===== src/rtl/seg_scan_driver.sv =====
// seg_scan_driver: time-multiplexed 8-digit 7-segment scan driver.
// A staging copy of the frame is loaded by update and moved to the active
// copy only when the scan wraps from digit 7 to digit 0, so a digit sweep
// never mixes two frames. Each digit slot opens with a short all-dark gap
// to stop ghosting, and optional leading-zero suppression darkens unused
// high digits.
module seg_scan_driver #(
    parameter int SCAN_DIV    = 1000,
    parameter int BLANK_CYC   = 50,
    parameter bit SEG_ACT_LOW = 1'b0,
    parameter bit DIG_ACT_LOW = 1'b1
) (
    input  logic        clk,
    input  logic        rst,
    input  logic [31:0] digits,
    input  logic [7:0]  dp,
    input  logic [7:0]  blank,
    input  logic        lz_en,
    input  logic        update,
    output logic [7:0]  seg,
    output logic [7:0]  dig,
    output logic        frame_start
);

    localparam int               CNT_W     = $clog2(SCAN_DIV);
    localparam logic [CNT_W-1:0] CNT_LAST  = CNT_W'(SCAN_DIV - 1);
    localparam logic [CNT_W-1:0] BLANK_END = CNT_W'(BLANK_CYC);
    // XOR masks that turn an active-high value into the pin level.
    localparam logic [7:0]       SEG_POL   = SEG_ACT_LOW ? 8'hFF : 8'h00;
    localparam logic [7:0]       DIG_POL   = DIG_ACT_LOW ? 8'hFF : 8'h00;

    // Segment pattern {g,f,e,d,c,b,a} for one hex code, active-high.
    function automatic logic [6:0] glyph(input logic [3:0] code);
        logic [6:0] g;
        unique case (code)
            4'h0: g = 7'h3F;
            4'h1: g = 7'h06;
            4'h2: g = 7'h5B;
            4'h3: g = 7'h4F;
            4'h4: g = 7'h66;
            4'h5: g = 7'h6D;
            4'h6: g = 7'h7D;
            4'h7: g = 7'h07;
            4'h8: g = 7'h7F;
            4'h9: g = 7'h6F;
            4'hA: g = 7'h77;
            4'hB: g = 7'h7C;
            4'hC: g = 7'h39;
            4'hD: g = 7'h5E;
            4'hE: g = 7'h79;
            default: g = 7'h71;
        endcase
        return g;
    endfunction

    // Slot timing
    logic [CNT_W-1:0] cnt_q, cnt_d;
    logic [2:0]       idx_q, idx_d;
    // Staging frame, written by update
    logic             pending_q, pending_d;
    logic [31:0]      stg_digits_q, stg_digits_d;
    logic [7:0]       stg_dp_q, stg_dp_d;
    logic [7:0]       stg_blank_q, stg_blank_d;
    logic             stg_lz_q, stg_lz_d;
    // Active frame, the one being scanned
    logic [31:0]      act_digits_q, act_digits_d;
    logic [7:0]       act_dp_q, act_dp_d;
    logic [7:0]       act_blank_q, act_blank_d;
    logic             act_lz_q, act_lz_d;
    // Registered pins
    logic [7:0]       seg_q, seg_d;
    logic [7:0]       dig_q, dig_d;
    logic             fs_q, fs_d;

    logic             slot_end;
    logic             boundary;
    logic [7:0]       suppress;
    logic             lz_run;
    logic [3:0]       cur_code;
    logic             lit;

    assign slot_end = (cnt_q == CNT_LAST);
    assign boundary = slot_end && (idx_q == 3'd7);
    assign cur_code = act_digits_q[{idx_q, 2'b00} +: 4];

    // Leading-zero suppression: walk down from digit 7 while digits are zero or blanked.
    always_comb begin
        // NOTE: every variable gets a default before any branch so no latch is inferred.
        suppress = 8'h00;
        lz_run   = act_lz_q;
        for (int i = 7; i >= 1; i--) begin
            lz_run      = lz_run && ((act_digits_q[4*i +: 4] == 4'h0) || act_blank_q[i]);
            suppress[i] = lz_run;
        end
    end

    // Whether the digit under the scan pointer is lit this cycle.
    always_comb begin
        lit = (cnt_q >= BLANK_END) && !act_blank_q[idx_q] && !suppress[idx_q];
    end

    // Next-state: slot counters, frame buffer swap, staging load and output stage.
    always_comb begin
        cnt_d        = slot_end ? '0 : cnt_q + CNT_W'(1);
        idx_d        = slot_end ? idx_q + 3'd1 : idx_q;
        pending_d    = pending_q;
        stg_digits_d = stg_digits_q;
        stg_dp_d     = stg_dp_q;
        stg_blank_d  = stg_blank_q;
        stg_lz_d     = stg_lz_q;
        act_digits_d = act_digits_q;
        act_dp_d     = act_dp_q;
        act_blank_d  = act_blank_q;
        act_lz_d     = act_lz_q;

        // The swap reads the staging contents from before this cycle's update,
        // so an update landing on the boundary waits for the next one.
        if (boundary && pending_q) begin
            act_digits_d = stg_digits_q;
            act_dp_d     = stg_dp_q;
            act_blank_d  = stg_blank_q;
            act_lz_d     = stg_lz_q;
            pending_d    = 1'b0;
        end
        if (update) begin
            stg_digits_d = digits;
            stg_dp_d     = dp;
            stg_blank_d  = blank;
            stg_lz_d     = lz_en;
            pending_d    = 1'b1;
        end

        seg_d = (lit ? {act_dp_q[idx_q], glyph(cur_code)} : 8'h00) ^ SEG_POL;
        dig_d = (lit ? (8'h01 << idx_q) : 8'h00) ^ DIG_POL;
        fs_d  = boundary;
    end

    // State registers with synchronous reset; the display comes up dark.
    always_ff @(posedge clk) begin
        // NOTE: sequential state uses non-blocking assignments so every register samples pre-edge values.
        if (rst) begin
            cnt_q        <= '0;
            idx_q        <= 3'd0;
            pending_q    <= 1'b0;
            stg_digits_q <= 32'h0;
            stg_dp_q     <= 8'h00;
            stg_blank_q  <= 8'h00;
            stg_lz_q     <= 1'b0;
            act_digits_q <= 32'h0;
            act_dp_q     <= 8'h00;
            act_blank_q  <= 8'hFF;
            act_lz_q     <= 1'b0;
            seg_q        <= SEG_POL;
            dig_q        <= DIG_POL;
            fs_q         <= 1'b0;
        end else begin
            cnt_q        <= cnt_d;
            idx_q        <= idx_d;
            pending_q    <= pending_d;
            stg_digits_q <= stg_digits_d;
            stg_dp_q     <= stg_dp_d;
            stg_blank_q  <= stg_blank_d;
            stg_lz_q     <= stg_lz_d;
            act_digits_q <= act_digits_d;
            act_dp_q     <= act_dp_d;
            act_blank_q  <= act_blank_d;
            act_lz_q     <= act_lz_d;
            seg_q        <= seg_d;
            dig_q        <= dig_d;
            fs_q         <= fs_d;
        end
    end

    assign seg         = seg_q;
    assign dig         = dig_q;
    assign frame_start = fs_q;

endmodule


===== config.mk =====
export PLATFORM = sky130hd
export DESIGN_NAME = seg_scan_driver
export DESIGN_NICKNAME = d
export VERILOG_FILES = /design/src/rtl/seg_scan_driver.sv
export SDC_FILE = /design/constraint.sdc
export NUM_CORES = 1
export LEC_CHECK = 0
export CORE_MARGIN = 5
export CORE_UTILIZATION = 40
export DETAILED_ROUTE_END_ITERATION = 12
export PLACE_DENSITY = 0.6
export SLEW_MARGIN = 20
export SYNTH_ARGS = -nofsm -noshare
export SYNTH_HDL_FRONTEND = slang
export SYNTH_SLANG_ARGS = --single-unit

===== constraint.sdc =====
create_clock -name clk -period 4.8 [get_ports clk]
set_input_delay 1.44 -clock clk [delete_from_list [all_inputs] [get_ports clk]]
set_output_delay 1.44 -clock clk [all_outputs]
set_load 0.1 [all_outputs]

==> impl_metrics.toml <==
[sta]
max_freq_mhz = 303.9
rsz0062_at_grt = "no"
clock_skew_ps = 6.357
worst_slack_ps = 1509
drv_slew = 0
relSlewSlack = 0.3004
tightest_slew_ps = 1049
finalHoldViolations = 0
setup_viol = 0
finalCritPeriodShare = 0.6856
setup_tns_ps = 0
min_period_ps = 3291

[critical_path]
criticalPathCategory = "flop to output pin"
crit_required_ps = 3360
critical-path-top-delay-family = "buffers and inverters"
crit_cells = 1
critPathMaxStageDelay_ps = 1130
cp-end-kind = "output pin"
cp_slowest_cell = "clkdlybuf4s50_1"
cp_cell_sequence = "clkdlybuf4s50_1"
start_kind = "flop"
cp_num_buf_inv = 1
crit_arrival_ps = 1850
reg2regPathDepth = 5
path_max_fanout = 1

[pwr]
p_comb_frac = 0.043
ir_worst_vdd_uv = 204.0
swShare = 0.2023
pwr-share-seq = 0.431
clkPwrFrac = 0.526
power.leakage_nw = 2.595
switching_power_mw = 0.5231
pwr_density_cell_nw_per_um2 = 387.4
internal_power_mw = 2.062

[yosys]
synthFlopType = "dfxtp_1"
synthCells = 566
ys_types = 43
synth-edff-count = 0
synth-seq-cells = 129
syn_nets = 633
yosysWarnings = 0
syn-mean-instance-area_um2 = 9.366
synthArstFlopShare = 0
synthesis.area_um2 = 5301
ys_seq_area_frac = 0.4871

[final_layout]
final_common_cell = "dfxtp_1"
syn_to_final_growth_pct = 25.87
nNetsFinal = 685
final_layout_size_suffix_gt1_frac = 0.08082
finalNonFillerCells = 807
final_cell_mix = "129 x dfxtp_1, 116 x nand2_1, 72 x nor2_1"
antenna_cells = 0
fillers = 1237

[clock_network]
clockBufferDepth = 2
clkLatencyLatePin_ps = 410
cts_sinks = 129
h-tree-depth = 4
cts_tree = "done"
holdBufCountCts = 0
numCtsBuffers = 17
post_cts_buffers = 0
path_clk_slew_ps = 60
clock-root-buffer = "clkbuf_16"
cts_resized = 0

[detailed_routing]
wire_per_inst_um = 13.70
ant_nets = 0
vias = 3996
viasPerCell = 4.952
wirelength_um = 11060
drtPass1Iterations = 4
drc = 0
first_iter_violations = 247

[placed_design]
place_ws_ps = 1743
hpwl_um = 7638
gp_congestion = 0.8079
io_buffers = 68
placedCellCount = 775

[flow_run]
drv_cap = 0

[min_path]
hold_depth = 2
hold_class = "flop to flop"

[grt]
gr-total-overflow = 0
grt_usage = 0.1479
grt_max_degree = 107
grt_pass1_wl_um = 19220
first_global_vias = 4022
grt_antenna_before_repair = 0

[floorplanning]
row_count = 42
io_pins = 69
die_h_um = 125.1
chipWidth_um = 125.1
core_um2 = 13140
initial_core_util = 0.4035
dieArea_um2 = 15660

[outcome]
status = "finished clean"
## final cells by class
type	count	area, µm²	share of cell area
Sequential cell	129	2582	0.3870
Timing Repair Buffer	73	708.2	0.1061
Multi-Input combinational cell	390	2496	0.3741
Clock inverter	12	182.7	0.02738
Clock buffer	20	456.7	0.06844
Tap cell	176	220.2	0.03300
Inverter	7	26.28	0.003938
## metrics by stage
step | instance area (µm²) | util | power, mW | hold WS (ps)
3_3_place_gp | 6033 | 0.4592 | 1.247 | 437.6
2_1_floorplan | 5301 | - | 1.194 | 425.6
3_5_place_dp | 6033 | 0.4592 | 1.251 | 445.9
6_report | 6673 | 0.5079 | 2.585 | 450.8
5_1_grt | 6673 | 0.5079 | 2.684 | 472.9
4_1_cts | 6673 | 0.5079 | 2.619 | 454.3
## Yosys cell counts, types with 3 or more instances
library cell / n / area share
mux4_1: 5 / 0.025
nor3_1: 5 / 0.0047
dfxtp_1: 129 / 0.49
buf_4: 4 / 0.0057
nand2_1: 116 / 0.082
buf_1: 5 / 0.0035
nor2_1: 72 / 0.051
nand3_1: 10 / 0.0094
xor2_1: 3 / 0.0050
and3_1: 3 / 0.0035
a21oi_1: 44 / 0.042
buf_2: 7 / 0.0066
mux2i_1: 54 / 0.10
buf_6: 3 / 0.0064
and2_1: 4 / 0.0047
ha_1: 15 / 0.035
o21ai_0: 4 / 0.0038
mux4_2: 7 / 0.030
inv_1: 7 / 0.0050
clkbuf_1: 21 / 0.015
a211o_1: 3 / 0.0050
nand3b_1: 8 / 0.011
nor4_1: 9 / 0.011
xnor2_1: 5 / 0.0083
## final timing paths
| path | from | endpoint | slack (ps) |
|---|---|---|---|
| max reg2reg | idx_q[0]$_SDFFE_PP0P_ | seg[0]$_SDFF_PP0_ | 1820 |
| min | act_dp_q[5]$_SDFFE_PP0P_ | act_dp_q[5]$_SDFFE_PP0P_ | 450 |
| max | seg[1]$_SDFF_PP0_ | seg[1] | 1510 |
| min reg2reg | act_dp_q[5]$_SDFFE_PP0P_ | act_dp_q[5]$_SDFFE_PP0P_ | 450 |
## flip-flops by register name, indices dropped and copies added (netlist names)
signal / cells
act_digits_q: 32
stg_digits_q: 32
cnt_q: 10
act_blank_q: 8
act_dp_q: 8
dig: 8
seg: 8
stg_blank_q: 8
stg_dp_q: 8
idx_q: 3
act_lz_q: 1
frame_start: 1
pending_q: 1
stg_lz_q: 1
## metal layers
layer  up-vias  GRT usage  part of all wire
met5         -          0                 0
met4         0    0.05804             0.021
met3        16    0.04392             0.048
met2        82     0.2284              0.45
met1      1864     0.1957              0.48
li1       2034          -                 -
## power groups by stage
stage               Clock [mW]  Combinational (mW)  Sequential, mW
floorplan                    0              0.0624            1.13
global route              1.44               0.124            1.12
finish                    1.36               0.111            1.12
global placement             0               0.109            1.14
CTS                       1.39               0.113            1.12
detailed placement           0               0.113            1.14
## logic make-up (layout without fill, tap and decap cells)
logic type      after synthesis  count (layout)  share of synthesized area
flops                       129             129                     0.4871
xor+xnor                      8               8                    0.01322
mux                          67              67                     0.1593
compound gates               64              64                    0.07199
buf+inv                      47             112                    0.04201
fa+ha+maj                    15              15                    0.03540
simple gates                236             236                     0.1909
No activity file was read; power rests on OpenSTA's default activity.
